<file path="src/rtl/fetch_sequencer_pkg.sv">
// Shared definitions for the instruction fetch sequencer.
//   ADDR_W        : program counter / memory address width
//   INSTR_W       : instruction word width
//   fetch_state_e : fetch FSM state encoding
package fetch_sequencer_pkg;

    localparam int unsigned ADDR_W  = 15;
    localparam int unsigned INSTR_W = 16;

    typedef enum logic [1:0] {
        StIdle  = 2'd0,
        StFetch = 2'd1,
        StHold  = 2'd2
    } fetch_state_e;

endpackage

</file>
<file path="src/rtl/fetch_pc_reg.sv">
// Program counter register.
// Ports:
//   CLK      : clock
//   clr      : synchronous clear, loads clr_val (highest priority)
//   clr_val  : value loaded by clr
//   load     : load load_val
//   load_val : value loaded by load
//   inc      : increment by one, wrapping at 2^ADDR_W
//   pc       : current register value
module fetch_pc_reg
    import fetch_sequencer_pkg::*;
(
    input  logic              CLK,
    input  logic              clr,
    input  logic [ADDR_W-1:0] clr_val,
    input  logic              load,
    input  logic [ADDR_W-1:0] load_val,
    input  logic              inc,
    output logic [ADDR_W-1:0] pc
);

    logic [ADDR_W-1:0] pc_q, pc_d;

    always_comb begin
        pc_d = pc_q;
        if (clr) begin
            pc_d = clr_val;
        end else if (load) begin
            pc_d = load_val;
        end else if (inc) begin
            // Natural wrap: 7FFF + 1 = 0000, no carry kept.
            pc_d = pc_q + {{(ADDR_W-1){1'b0}}, 1'b1};
        end
    end

    always_ff @(posedge CLK) begin
        pc_q <= pc_d;
    end

    assign pc = pc_q;

endmodule

</file>
<file path="src/rtl/fetch_sequencer.sv">
// Instruction fetch sequencer: issues memory requests from the PC, delivers
// returned words, and handles branches, interrupt entry and interrupt return.
// Ports:
//   CLK, CLR                : clock, synchronous active-high reset
//   run, stall              : fetch enable, suppress new requests
//   branch_valid/_addr      : redirect request and target
//   irq, irq_ret            : level interrupt request, return from interrupt
//   imem_req/_addr          : memory request and address
//   imem_ack/_data          : memory acknowledge and read data
//   instr_valid/instr/_pc   : one-cycle delivery strobe, word, word address
//   irq_ack, in_isr         : interrupt-taken pulse, interrupt-active flag
module fetch_sequencer
    import fetch_sequencer_pkg::*;
#(
    parameter logic [ADDR_W-1:0] RESET_VEC = 15'h0000,
    parameter logic [ADDR_W-1:0] IRQ_VEC   = 15'h0010
) (
    input  logic               CLK,
    input  logic               CLR,
    input  logic               run,
    input  logic               stall,
    input  logic               branch_valid,
    input  logic [ADDR_W-1:0]  branch_addr,
    input  logic               irq,
    input  logic               irq_ret,
    output logic               imem_req,
    output logic [ADDR_W-1:0]  imem_addr,
    input  logic               imem_ack,
    input  logic [INSTR_W-1:0] imem_data,
    output logic               instr_valid,
    output logic [INSTR_W-1:0] instr,
    output logic [ADDR_W-1:0]  instr_pc,
    output logic               irq_ack,
    output logic               in_isr
);

    fetch_state_e       state_q, state_d;
    logic [ADDR_W-1:0]  pc, pc_plus1, pc_load_val;
    logic               pc_load, pc_inc;
    logic [ADDR_W-1:0]  epc_q, epc_d;
    logic               redir_pend_q, redir_pend_d;
    logic [ADDR_W-1:0]  redir_addr_q, redir_addr_d;
    logic               in_isr_q, in_isr_d;
    logic               irq_ack_q, irq_ack_d;
    logic               instr_valid_q, instr_valid_d;
    logic [INSTR_W-1:0] instr_q, instr_d;
    logic [ADDR_W-1:0]  instr_pc_q, instr_pc_d;
    logic               xfer;

    fetch_pc_reg u_pc_reg (
        .CLK      (CLK),
        .clr      (CLR),
        .clr_val  (RESET_VEC),
        .load     (pc_load),
        .load_val (pc_load_val),
        .inc      (pc_inc),
        .pc       (pc)
    );

    assign pc_plus1 = pc + {{(ADDR_W-1){1'b0}}, 1'b1};
    assign xfer     = (state_q == StFetch) && imem_ack;

    always_comb begin
        state_d       = state_q;
        pc_load       = 1'b0;
        pc_load_val   = pc;
        pc_inc        = 1'b0;
        epc_d         = epc_q;
        redir_pend_d  = redir_pend_q;
        redir_addr_d  = redir_addr_q;
        in_isr_d      = in_isr_q;
        irq_ack_d     = 1'b0;
        instr_valid_d = 1'b0;
        instr_d       = instr_q;
        instr_pc_d    = instr_pc_q;

        case (state_q)
            StIdle: begin
                if (branch_valid) begin
                    pc_load     = 1'b1;
                    pc_load_val = branch_addr;
                end
                if (run && !stall) begin
                    state_d = StFetch;
                end
            end
            StHold: begin
                if (branch_valid) begin
                    pc_load     = 1'b1;
                    pc_load_val = branch_addr;
                end
                if (!run) begin
                    state_d = StIdle;
                end else if (!stall) begin
                    state_d = StFetch;
                end
            end
            StFetch: begin
                if (xfer) begin
                    if (branch_valid || redir_pend_q) begin
                        // Word fetched from the old stream is dropped.
                        pc_load      = 1'b1;
                        pc_load_val  = branch_valid ? branch_addr : redir_addr_q;
                        redir_pend_d = 1'b0;
                    end else begin
                        instr_valid_d = 1'b1;
                        instr_d       = imem_data;
                        instr_pc_d    = pc;
                        if (irq && !in_isr_q) begin
                            epc_d       = pc_plus1;
                            pc_load     = 1'b1;
                            pc_load_val = IRQ_VEC;
                            in_isr_d    = 1'b1;
                            irq_ack_d   = 1'b1;
                        end else if (irq_ret && in_isr_q) begin
                            pc_load     = 1'b1;
                            pc_load_val = epc_q;
                            in_isr_d    = 1'b0;
                        end else begin
                            pc_inc = 1'b1;
                        end
                    end
                    if (!run) begin
                        state_d = StIdle;
                    end else if (stall) begin
                        state_d = StHold;
                    end
                end else if (branch_valid) begin
                    // Address must stay stable until ack; remember the target.
                    redir_pend_d = 1'b1;
                    redir_addr_d = branch_addr;
                end
            end
            default: state_d = StIdle;
        endcase
    end

    always_ff @(posedge CLK) begin
        if (CLR) begin
            state_q       <= StIdle;
            epc_q         <= '0;
            redir_pend_q  <= 1'b0;
            redir_addr_q  <= '0;
            in_isr_q      <= 1'b0;
            irq_ack_q     <= 1'b0;
            instr_valid_q <= 1'b0;
            instr_q       <= '0;
            instr_pc_q    <= '0;
        end else begin
            state_q       <= state_d;
            epc_q         <= epc_d;
            redir_pend_q  <= redir_pend_d;
            redir_addr_q  <= redir_addr_d;
            in_isr_q      <= in_isr_d;
            irq_ack_q     <= irq_ack_d;
            instr_valid_q <= instr_valid_d;
            instr_q       <= instr_d;
            instr_pc_q    <= instr_pc_d;
        end
    end

    assign imem_req    = (state_q == StFetch);
    assign imem_addr   = pc;
    assign instr_valid = instr_valid_q;
    assign instr       = instr_q;
    assign instr_pc    = instr_pc_q;
    assign irq_ack     = irq_ack_q;
    assign in_isr      = in_isr_q;

endmodule

</file>
<file path="config.mk">
export PLATFORM = sky130hd
export DESIGN_NAME = fetch_sequencer
export DESIGN_NICKNAME = d
export VERILOG_FILES = /design/src/rtl/fetch_sequencer_pkg.sv /design/src/rtl/fetch_pc_reg.sv /design/src/rtl/fetch_sequencer.sv
export SDC_FILE = /design/constraint.sdc
export NUM_CORES = 1
export LEC_CHECK = 0
export ABC_AREA = 1
export CAP_MARGIN = 10
export CELL_PAD_IN_SITES_DETAIL_PLACEMENT = 1
export CELL_PAD_IN_SITES_GLOBAL_PLACEMENT = 2
export CORE_ASPECT_RATIO = 2
export CORE_UTILIZATION = 27
export CTS_CLUSTER_DIAMETER = 150
export DETAILED_ROUTE_END_ITERATION = 10
export HOLD_SLACK_MARGIN = 0.05
export PLACE_DENSITY = 0.88
export SLEW_MARGIN = 40
export SYNTH_ARGS = -nofsm -noshare
export SYNTH_HDL_FRONTEND = slang
export SYNTH_SLANG_ARGS = --single-unit
</file>
<file path="constraint.sdc">
create_clock -name CLK -period 2 [get_ports CLK]
set_clock_uncertainty 0.1 [all_clocks]
set_input_delay 0.5 -clock CLK [delete_from_list [all_inputs] [get_ports CLK]]
set_output_delay 0.5 -clock CLK [all_outputs]
set_load 0.005 [all_outputs]
</file>
Yosys cells after proc, flatten, opt, wreduce, memory -nomap -nowiden
Cells that the tools add are included.
W data, S select, Z words.
- bits in registers: 82
- memories kept: 0
- word-level logic and storage cells: 80
- bits of input ports: 39
- output and inout port bits: 50
- bits in read-only memories: 0
- memory bits (writable): 0
- bits in latches: 0
- shift operators: 0
- bitwise logic cells: 3
- add/subtract/negate cells: 1
- eq/ne operators: 11
- magnitude comparators: 0
- divide/modulo/power cells: 0
- reduce and logical (&&, ||, !) cells: 21
- $mul: 0
- multiplexer cells: 34
- operators by type and width (kind ; count):
    $mux W15 ; 8
    $pmux W15 S2 ; 1
    $mux W1 ; 17
    $add A15 B1 Y15 const B ; 1
    $mux W2 ; 6
    $ne A3 B3 Y1 const B ; 4
    $reduce_and A4 Y1 ; 3
    $pmux W2 S3 ; 1
    $reduce_and A3 Y1 ; 2
    $reduce_bool A2 Y1 ; 3
    $ne A5 B2 Y1 const B ; 1
    $reduce_and A5 Y1 ; 1
    $logic_and A1 B1 Y1 ; 4
    $ne A2 B1 Y1 const B ; 2
    $reduce_or A4 Y1 ; 1
    $ne A3 B2 Y1 const B ; 1
    $not A1 Y1 ; 3
    $reduce_or A3 Y1 ; 1
    $eq A2 B1 Y1 const B ; 1
    $eq A2 B2 Y1 const B ; 1
    $logic_not A1 Y1 ; 2
    $logic_not A2 Y1 ; 1
    $ne A2 B2 Y1 const B ; 1
    $pmux W1 S2 ; 1
    3 further kinds ; 3

Longest topological paths before layout
Gate-level depths: netlist of run 1.
- depth after elaboration: 8
- gate-level depth with buffers: 11
- depth with buffers taken out: 10

By module
From an unflattened synthesis of run 1, not the netlist that was laid out.
- cells, all modules: 697
- area, all modules: 4638.2 um^2
- by module, submodules not included (module ; cells each ; seq. area each (um^2) ; instances ; area each (um^2)):
    fetch_sequencer ; 536 ; 1341.3 ; 1 ; 3525.9
    fetch_pc_reg ; 161 ; 450.4 ; 1 ; 1112.3

Least setup slack after synthesis of run 1
OpenSTA, ideal clock, no wires.
- path type: input-to-reg
- from: input branch_valid
- to: register u_pc_reg.pc_q[5] (netlist: u_pc_reg.pc[5])
- library setup time: 56 ps
- buffers on the path: 3
- data required time: 1844 ps
- stages: 10
- path slack: 413 ps
- arrival: 1431 ps
- path through: buf_6 -> nor2_4 -> buf_6 -> nand3_2 -> a21oi_2 -> buf_4 -> nand2_1 -> nand3_1 -> nand2_1 -> inv_1
- word-level cells in the longest chain between the ends: 6
- elaborated cells on any way between the ends: 19
- classes of those cells: eq/ne (4); mux (12); reduce/logical (3)
- RTL lines (element ; RTL line ; source):
    from (decl) ; fetch_sequencer.sv:22 ; input logic branch_valid,
    $logic_or A1 B1 Y1 ; fetch_sequencer.sv:100 ; if (branch_valid || redir_pend_q) begin
    $mux W1 ; fetch_sequencer.sv:100 ;
    $mux W1 ; fetch_sequencer.sv:99 ; if (xfer) begin
    $pmux W1 S2 or $mux W1 (tied branches) ; fetch_sequencer.sv:77 ; case (state_q)
    $ne A5 B2 Y1 (no source line), or another cell as far along ; n/a ;
    $reduce_and A5 Y1 (no source line) ; n/a ;
    to (signal assigned) ; fetch_pc_reg.sv:37 ; pc_q <= pc_d;
    to (decl) ; fetch_pc_reg.sv:22 ; logic [ADDR_W-1:0] pc_q, pc_d;
Parallel ways exist; a longest one is shown, timed or not. The select of a mux whose other input is x is not followed.
A chain may end at the register's enable or synchronous reset.

Worst setup path after layout of run 1
- from: register u_pc_reg.pc_q[11] (netlist: u_pc_reg.pc[11])
- to: output imem_addr[11]
- RTL lines (element ; RTL line ; source):
    to (decl) ; fetch_sequencer.sv:27 ; output logic [ADDR_W-1:0] imem_addr,
No word-level cell between the ends.

==> results of run 1 <==
## logic make-up after synthesis
logic type | Yosys count | synth area share (%)
and+or+nand+nor | 293 | 31.1
adders and majority gates | 1 | 0.311
buffers and inverters | 85 | 9.53
xor gates and xnor gates | 4 | 0.872
AOI/OAI and AO/OA | 134 | 17.3
DFF | 82 | 40.9
## metrics by stage
step                      hold slack [ns]  std cells  util [%]  setup slack [ns]
after floorplan                     0.324        599         -             0.413
after global placement              0.334        890      36.8            -0.489
after detailed placement            0.342        890      36.9            -0.407
after CTS                           0.352        907      39.3            0.0161
after global routing                0.379        907      39.3           0.00350
final                               0.350        907      39.3            0.0468
## final timing paths
path                                                   start                            to  cells after the start
worst max-delay path            u_pc_reg.pc[11]$_SDFFE_PP0P_                 imem_addr[11]                      1
worst min-delay path            redir_addr_q[8]$_SDFFE_PP0P_  redir_addr_q[8]$_SDFFE_PP0P_                      2
worst max register to register   u_pc_reg.pc[1]$_SDFFE_PP0P_  u_pc_reg.pc[14]$_SDFFE_PP0P_                      7
worst min register to register  redir_addr_q[8]$_SDFFE_PP0P_  redir_addr_q[8]$_SDFFE_PP0P_                      2
## flip-flops by register name, indices dropped and copies added (netlist names), 2 cells and up
| register | cells |
|---|---|
| instr_pc | 15 |
| redir_addr_q | 15 |
| epc_q | 15 |
| u_pc_reg.pc | 15 |
| instr | 16 |
| state_q | 2 |
## cell usage after synthesis
| library cell | count | share of area [%] |
|---|---|---|
| a21oi_1 | 48 | 6.0 |
| dfxtp_1 | 82 | 41 |
| nand2_1 | 125 | 12 |
| clkbuf_1 | 10 | 0.93 |
| a21oi_2 | 2 | 0.44 |
| buf_2 | 12 | 1.5 |
| buf_4 | 5 | 0.93 |
| o21ai_1 | 4 | 0.50 |
| inv_2 | 3 | 0.28 |
| xor2_1 | 3 | 0.65 |
| o211a_1 | 1 | 0.25 |
| o211ai_1 | 2 | 0.37 |
| nand2_4 | 1 | 0.28 |
| o21ai_0 | 73 | 9.1 |
| or2_0 | 4 | 0.62 |
| xnor2_1 | 1 | 0.22 |
| nand2_2 | 5 | 0.78 |
| nand3_1 | 50 | 6.2 |
| or2_1 | 1 | 0.16 |
| a31oi_1 | 3 | 0.47 |
| nand3_2 | 1 | 0.25 |
| ha_1 | 1 | 0.31 |
| nor2_4 | 3 | 0.84 |
| nand3b_1 | 2 | 0.37 |
| nand4_1 | 6 | 0.93 |
| or2_2 | 2 | 0.31 |
| buf_6 | 4 | 1.1 |
| a211oi_1 | 1 | 0.19 |
| nor2_1 | 93 | 8.7 |
| inv_1 | 51 | 4.8 |
## area by class of cell
| type | count | area, µm² | area share (%) |
|---|---|---|---|
| multi-input cells | 432 | 2010 | 35.4 |
| flip-flops and latches | 82 | 1650 | 29.1 |
| repair buffers | 131 | 1260 | 22.3 |
| well taps | 192 | 240 | 4.23 |
| clock buffers | 10 | 239 | 4.21 |
| inverters | 54 | 206 | 3.64 |
| clock inverters | 6 | 65.1 | 1.15 |
## worst reg2reg max path: stages, from the launching register on
cell and delay, ns:
dfxtp_1 0.35, ha_1 0.25, nand3_1 0.21, nor2_1 0.33
nand4_1 0.17, a21oi_1 0.18, nor2_1 0.05, nor2_1 0.07
## what timing repair did
item / in CTS / in global routing
cloned: 1 / 0
hold buffers: 0 / 0
resized for setup: 8 / 5
setup buffers: 0 / 0
endpoints found under the hold margin: 0 / 0
endpoints found under the setup margin: 14 / 7
## placed cells by master (no fill, tap or decap), types with 2 or more instances in the layout
master           Yosys  layout
a21oi_1             48      48
a31oi_1              3       3
buf_12               0       3
buf_4                5      39
clkbuf_16            0       9
clkdlybuf4s50_1      0      86
clkinv_2             0       2
clkinvlp_4           0       2
dfxtp_1             82      75
dfxtp_2              0       6
dlygate4sd2_1        0       2
inv_1               51      49
inv_2                3       4
nand2_1            125     125
nand2_2              5       4
nand2_4              1       2
nand3_1             50      50
nand3b_1             2       2
nand4_1              6       6
nor2_1              93      93
nor2_4               3       3
o211ai_1             2       2
o21ai_0             73      73
o21ai_1              4       4
or2_0                4       4
or2_2                2       2
xor2_1               3       3
## where the power goes
group / internal (µW) / leakage (µW) / switching (µW)
registers: 1740 / 0.000670 / 101
logic: 453 / 0.00154 / 519
clock network: 1000 / 0.000149 / 728
total: 3200 / 0.00236 / 1350
## metal layers
metal	global-route usage [%]	vias up	wire length, µm
met5	0	-	0
met4	7.46	0	312
met3	3.80	17	484
met2	37.3	72	8040
met1	19.8	2080	5380
li1	-	2160	-
==> results.tsv, run 1 <==
stage	metric	value	unit
run_status	status	completed	
worst_setup_path	crit path max fanout	6	
routing	via count	4329	
finish	area growth from synthesis to layout	41.2	%
routing	drt wl/cell	15.7	µm
grt	pin count of the biggest net entering global routing	32	
worst_setup_path	R2R Setup Slk	0.22	ns
floorplanning	core area	0.0144	mm²
timing	setup TNS	0	ns
floorplanning	row count	62	
pwr	VDD IR max	469	µV
clock_tree	clock-pin slew on the worst setup and hold paths	0.07	ns
timing	max frequency	0.512	GHz
routing	Via density	4.77	
routing	post-route ant nets	0	
yosys	Cells after Synth	599	
clock_tree	CTS Buf Count	9	
placed_design	GP Congestion	0.811	
floorplanning	Die W	88.3	µm
worst_setup_path	CP Buf/Inv Count	1	
routing	Initial DRT Pass Iterations	4	
clock_tree	CTS tree	done	
worst_setup_path	CP startpoint kind	register	
finish	share of layout cells above drive strength 1	11.9	%
timing	Slew headroom	62.2	%
clock_tree	CTS max path bufs	2	
yosys	Syn Std Cell Area	0.00402	mm²
worst_setup_path	CP delay by family, top	buffers and inverters	
clock_tree	htree depth	3	
yosys	Syn Nets	639	
timing	max-slew violation count	0	
timing	final setup fails	0	
worst_setup_path	worst setup path class	reg2out	
floorplanning	Die Ht	175	µm
yosys	Syn Area/Cell	6.71	µm²
worst_setup_path	crit end category	output pin	
yosys	#FFs+latches synth	82	
timing	post-layout min period	1.95	ns
clock_tree	clock sinks	82	
grt	gr ovfl total	0	
job	number of max-cap violations	0	
clock_tree	clk root buf	clkbuf_16	
grt	first-pass GRT wire length	22900	µm
finish	fin area	0.00567	mm²
floorplanning	die area	0.0154	mm²
yosys	sequential area share after synthesis	40.9	%
grt	initial antenna violation count	0	
yosys	YS warnings	0	
routing	WL final	14200	µm
pwr	pwr dens	802	mW/mm²
worst_setup_path	CP max stage delay	0.56	ns
worst_setup_path	CP max stage cell	clkdlybuf4s50_1	
worst_hold_path	type of the worst min-delay path	reg2reg	
placed_design	Final HPWL DP	10700	µm
placed_design	Post-Place Cell Area	0.00532	mm²
worst_setup_path	WP data arrival	1.35	ns
floorplanning	IO Pins	89	
pwr	Leak	0.00236	µW
grt	number of global-route vias before repair	4559	
routing	DR iter-0 viols	134	
timing	RSZ-0062 raised after global routing	no	
timing	Worst-Margin Slew	0.565	ns
finish	# diodes	0	
placed_design	I/O Buffers	88	
grt	Tot GR Track Use	19.5	%
floorplanning	Starting Density	27.8	%
finish	fin nets	750	
routing	DR DRC count	0	
worst_setup_path	CP cell instances	clkdlybuf4s50_1	
yosys	post-synthesis cell type count	30	
timing	Hold Fails Final Rpt	0	
finish	Fillers	1830	
pwr	Final Total Pwr	4550	µW
timing	Tcrit/Tclk final	97.7	%
clock_tree	clock latency on the worst-skew pair	0.35	ns
worst_setup_path	CP required	1.40	ns
No activity file was read; power rests on OpenSTA's default activity.
==> run 2, diff against run 1 <==
- CORE_MARGIN: unset -> 2
==> results.tsv, run 2 (synthesis results as in run 1) <==
stage	metric	value	unit
worst_setup_path	CP required	1.40	ns
floorplanning	die area	0.0159	mm²
grt	first-pass GRT wire length	22300	µm
clock_tree	Post-CTS Setup Bufs	0	
finish	max reg flops	16	
placed_design	GP Congestion	0.842	
timing	setup TNS	0	ns
finish	area growth from synthesis to layout	40.7	%
timing	RSZ-0062 raised after global routing	no	
pwr	Final Total Pwr	4420	µW
worst_setup_path	CP max stage delay	0.55	ns
routing	drt wl/cell	14.9	µm
grt	pin count of the biggest net entering global routing	51	
worst_hold_path	type of the worst min-delay path	reg2reg	
clock_tree	clock sinks	82	
worst_setup_path	crit path launch	u_pc_reg.pc[1]$_SDFFE_PP0P_	
timing	post-layout min period	1.97	ns
floorplanning	Starting Density	27.4	%
worst_setup_path	R2R cell count	11	
finish	# diodes	0	
finish	commonest non-fill, non-tap cells in the layout	125 x nand2_1, 92 x nor2_1, 87 x clkdlybuf4s50_1	
timing	final worst setup slack	0.0323	ns
finish	Core Util, Final	38.6	%
routing	post-route ant nets	0	
routing	Initial DRT Pass Iterations	6	
worst_setup_path	worst setup path class	reg2out	
finish	fin nets	751	
worst_setup_path	CP max stage cell	clkdlybuf4s50_1	
worst_setup_path	Worst setup endpoint	imem_addr[1]	
floorplanning	Die W	90.3	µm
timing	max frequency	0.508	GHz
finish	share of layout cells above drive strength 1	11.7	%
worst_setup_path	CP cell instances	clkdlybuf4s50_1	
floorplanning	Die Ht	177	µm
placed_design	Final HPWL DP	10200	µm
worst_setup_path	CP startpoint kind	register	
clock_tree	CTS Buf Count	9	
pwr	Leak	0.00236	µW
worst_setup_path	Crit path depth	1	
worst_setup_path	worst r2r dst	u_pc_reg.pc[12]$_SDFFE_PP0P_	
placed_design	dpl ws	-0.246	ns
floorplanning	IO Pins	89	
timing	Worst-Margin Slew	0.440	ns
job	number of max-cap violations	0	
worst_setup_path	crit end category	output pin	
finish	most common cell after layout, fill and taps aside	nand2_1	
clock_tree	clock-pin slew on the worst setup and hold paths	0.06	ns
grt	number of global-route vias before repair	4417	
clock_tree	clock latency on the worst-skew pair	0.35	ns
timing	Tcrit/Tclk final	98.4	%
floorplanning	core area	0.0147	mm²
worst_setup_path	CP Buf/Inv Count	1	
placed_design	I/O Buffers	88	
finish	Fillers	1904	
pwr	pwr dens	783	mW/mm²
timing	Hold Fails Final Rpt	0	
worst_setup_path	R2R Setup Slk	0.21	ns
timing	max-slew violation count	0	
routing	via count	4352	
worst_setup_path	crit path max fanout	6	
grt	gr ovfl total	0	
floorplanning	row count	63	
grt	Tot GR Track Use	17.5	%
clock_tree	clk root buf	clkbuf_16	
pwr	VDD IR max	455	µV
routing	WL final	13600	µm
routing	DR DRC count	0	
clock_tree	CTS tree	done	
timing	Slew headroom	70.6	%
grt	initial antenna violation count	0	
worst_setup_path	R2R Path Start	u_pc_reg.pc[1]$_SDFFE_PP0P_	
timing	final setup fails	0	
run_status	status	completed	
worst_setup_path	WP data arrival	1.37	ns
clock_tree	CTS max path bufs	2	
routing	Via density	4.78	
routing	DR iter-0 viols	139	
clock_tree	htree depth	3	
worst_setup_path	CP delay by family, top	buffers and inverters	
==> run 2: changes by cell type in the layout (fill, tap and decap cells not counted), sizes merged <==
| cell | change |
|---|---|
| clkinv | +1 |
| bufinv | -1 |
| dlygate4sd2 | -1 |
| bufbuf | -1 |
| buf | +2 |
| clkdlybuf4s50 | +1 |
==> run 2: worst min path at each step <==
stage	from	to	slack, ns	cells after the start
6_report	redir_addr_q[0]$_SDFFE_PP0P_	redir_addr_q[0]$_SDFFE_PP0P_	0.35	2
5_1_grt	redir_addr_q[7]$_SDFFE_PP0P_	redir_addr_q[7]$_SDFFE_PP0P_	0.38	2
4_1_cts	redir_addr_q[0]$_SDFFE_PP0P_	redir_addr_q[0]$_SDFFE_PP0P_	0.35	2
3_5_place_dp	redir_addr_q[0]$_SDFFE_PP0P_	redir_addr_q[0]$_SDFFE_PP0P_	0.34	2
3_3_place_gp	redir_addr_q[7]$_SDFFE_PP0P_	redir_addr_q[7]$_SDFFE_PP0P_	0.33	2
2_1_floorplan	redir_addr_q[0]$_SDFFE_PP0P_	redir_addr_q[0]$_SDFFE_PP0P_	0.32	2
==> run 2: what timing repair did <==
item / in CTS / in global routing
hold buffers: 0 / 0
resized for setup: 6 / 3
setup endpoints to repair: 5 / 8
endpoints found under the hold margin: 0 / 0
==> run 2: power breakdown <==
group / internal, µW / switching, µW
sequential: 1740 / 107
combinational: 466 / 519
clock: 875 / 714
==> run 2: final cells by class <==
class / count / area [µm²] / share of cell area, %
inverter: 54 / 203 / 3.59
tap: 195 / 244 / 4.32
timing repair buffer: 132 / 1270 / 22.5
multi-input combinational: 432 / 2000 / 35.4
clock buffer: 10 / 239 / 4.23
clock inverter: 6 / 42.5 / 0.753
sequential: 82 / 1650 / 29.2
==> run 2: per-layer routing <==
metal  part of all wire, %  GRT usage (%)  vias up
met1                    42           21.0     2074
met3                   3.7           2.86       20
met4                   1.9           6.35        0
li1                      -              -     2161
met2                    52           31.1       97
met5                     0              0        -
==> run 2: metrics by stage <==
stage | instance area (µm²) | hold slack, ns | instances
floorplan | 4020 | 0.324 | 599
global placement | 5360 | 0.333 | 895
detailed placement | 5360 | 0.340 | 895
CTS | 5640 | 0.350 | 911
global route | 5650 | 0.381 | 911
finish | 5650 | 0.346 | 911
==> run 3, diff against run 2 <==
- RECOVER_POWER: unset -> 100
==> results.tsv, run 3 (synthesis results as in run 1) <==
stage	metric	value	unit
run_status	status	completed	
job	number of max-cap violations	0	
placed_design	placed cells	895	
worst_setup_path	crit end category	output pin	
finish	most common cell after layout, fill and taps aside	nand2_1	
worst_hold_path	type of the worst min-delay path	reg2reg	
routing	drt wl/cell	14.9	µm
routing	DR iter-0 viols	138	
finish	area growth from synthesis to layout	39.8	%
routing	Initial DRT Pass Iterations	6	
worst_setup_path	CP startpoint kind	register	
floorplanning	Die Ht	177	µm
timing	max-slew violation count	0	
routing	DR DRC count	0	
pwr	sequential power share	42.0	%
floorplanning	row count	63	
clock_tree	CTS Hold Bufs	0	
pwr	Leak	0.00246	µW
pwr	Cell Int Power	3060	µW
clock_tree	clock-pin slew on the worst setup and hold paths	0.06	ns
grt	pin count of the biggest net entering global routing	51	
finish	# diodes	0	
routing	Via density	4.76	
pwr	Clk pwr share	36.2	%
timing	Tcrit/Tclk final	98.5	%
pwr	combinational power share	21.8	%
clock_tree	CTS tree	done	
clock_tree	htree depth	3	
finish	share of layout cells above drive strength 1	11.3	%
clock_tree	clock latency on the worst-skew pair	0.35	ns
placed_design	GP Congestion	0.842	
finish	Core Util, Final	38.3	%
placed_design	Final HPWL DP	10200	µm
worst_setup_path	CP delay by family, top	buffers and inverters	
finish	Finished Layout Cells	911	
clock_tree	clk root buf	clkbuf_16	
floorplanning	Starting Density	27.4	%
floorplanning	die area	0.0159	mm²
timing	post-layout min period	1.97	ns
timing	Slew headroom	69.2	%
worst_setup_path	CP Buf/Inv Count	1	
clock_tree	Post-CTS Setup Bufs	0	
grt	number of global-route vias before repair	4417	
pwr	switching share of power	30.3	%
routing	WL final	13500	µm
pwr	pwr dens	783	mW/mm²
floorplanning	IO Pins	89	
grt	Tot GR Track Use	17.5	%
timing	Hold Fails Final Rpt	0	
worst_setup_path	CP max stage delay	0.56	ns
grt	first-pass GRT wire length	22300	µm
clock_tree	CTS Buf Count	9	
finish	max reg flops	16	
clock_tree	clock sinks	82	
routing	post-route ant nets	0	
timing	final setup fails	0	
clock_tree	CTS max path bufs	2	
pwr	NetSw	1330	µW
floorplanning	Die W	90.3	µm
worst_setup_path	CP cell instances	clkdlybuf4s50_1	
grt	initial antenna violation count	0	
worst_setup_path	worst setup path class	reg2out	
timing	RSZ-0062 raised after global routing	no	
finish	fin nets	751	
placed_design	Post-Place Cell Area	0.00536	mm²
pwr	VDD IR max	455	µV
worst_setup_path	CP required	1.40	ns
timing	max frequency	0.508	GHz
grt	gr ovfl total	0	
placed_design	I/O Buffers	88	
worst_setup_path	WP data arrival	1.37	ns
timing	Worst-Margin Slew	0.460	ns
finish	fin area	0.00562	mm²
routing	via count	4335	
worst_setup_path	crit path max fanout	6	
worst_setup_path	CP max stage cell	clkdlybuf4s50_1	
finish	commonest non-fill, non-tap cells in the layout	126 x nand2_1, 92 x nor2_1, 76 x dfxtp_1	
floorplanning	core area	0.0147	mm²
-- run 3: final cells by class --
cell class	instances	area [µm²]
multi-input cells	432	2000
flip-flops and latches	82	1650
repair buffers	132	1240
fillers	1909	9040
clock inverters	6	42.5
inverters	54	203
well taps	195	244
clock buffers	10	239
-- run 3: worst paths after layout --
check	slack, ns	endpoint	from	cells past startpoint
max	0.03	imem_addr[1]	u_pc_reg.pc[1]$_SDFFE_PP0P_	1
min	0.34	redir_addr_q[0]$_SDFFE_PP0P_	redir_addr_q[0]$_SDFFE_PP0P_	2
max reg2reg	0.16	u_pc_reg.pc[8]$_SDFFE_PP0P_	u_pc_reg.pc[1]$_SDFFE_PP0P_	9
min reg2reg	0.34	redir_addr_q[0]$_SDFFE_PP0P_	redir_addr_q[0]$_SDFFE_PP0P_	2
-- run 3: worst register-to-register path: stages (launching register included) --
cell	delay (ns)
dfxtp_1	0.47
ha_1	0.28
nand2_1	0.08
nor2_1	0.12
clkbuf_2	0.20
nand2_1	0.08
nand2_1	0.10
nand2_1	0.09
a21oi_1	0.16
a21oi_1	0.07
-- run 3: power by group through the flow --
stage	Combinational [µW]	Clock, µW	Sequential, µW
final	959	1590	1850
after global routing	1080	1680	1860
after CTS	997	1640	1850
after detailed placement	990	0	1880
after global placement	974	0	1880
after floorplan	503	0	1860
-- run 3: per-layer routing --
metal	vias to the layer above	global-route usage [%]	wire length (µm)
met2	92	31.1	7000
met5	-	0	0
met1	2061	21.0	5760
li1	2165	-	-
met4	0	6.35	246
met3	17	2.86	526
-- run 3: stage by stage --
stage	total power (µW)	setup TNS (ns)	setup WS, ns	hold slack, ns
after floorplan	2360	0	0.413	0.324
after global placement	2850	-2.76	-0.187	0.333
after detailed placement	2870	-5.38	-0.246	0.340
after CTS	4490	0	0.00958	0.350
after global routing	4630	0	0.00457	0.381
final	4400	0	0.0303	0.345
-- run 3: what timing repair did --
item                                    4_1_cts  5_1_grt
resized for setup                             6        3
endpoints found under the setup margin        5        8
pin swaps                                     0        0
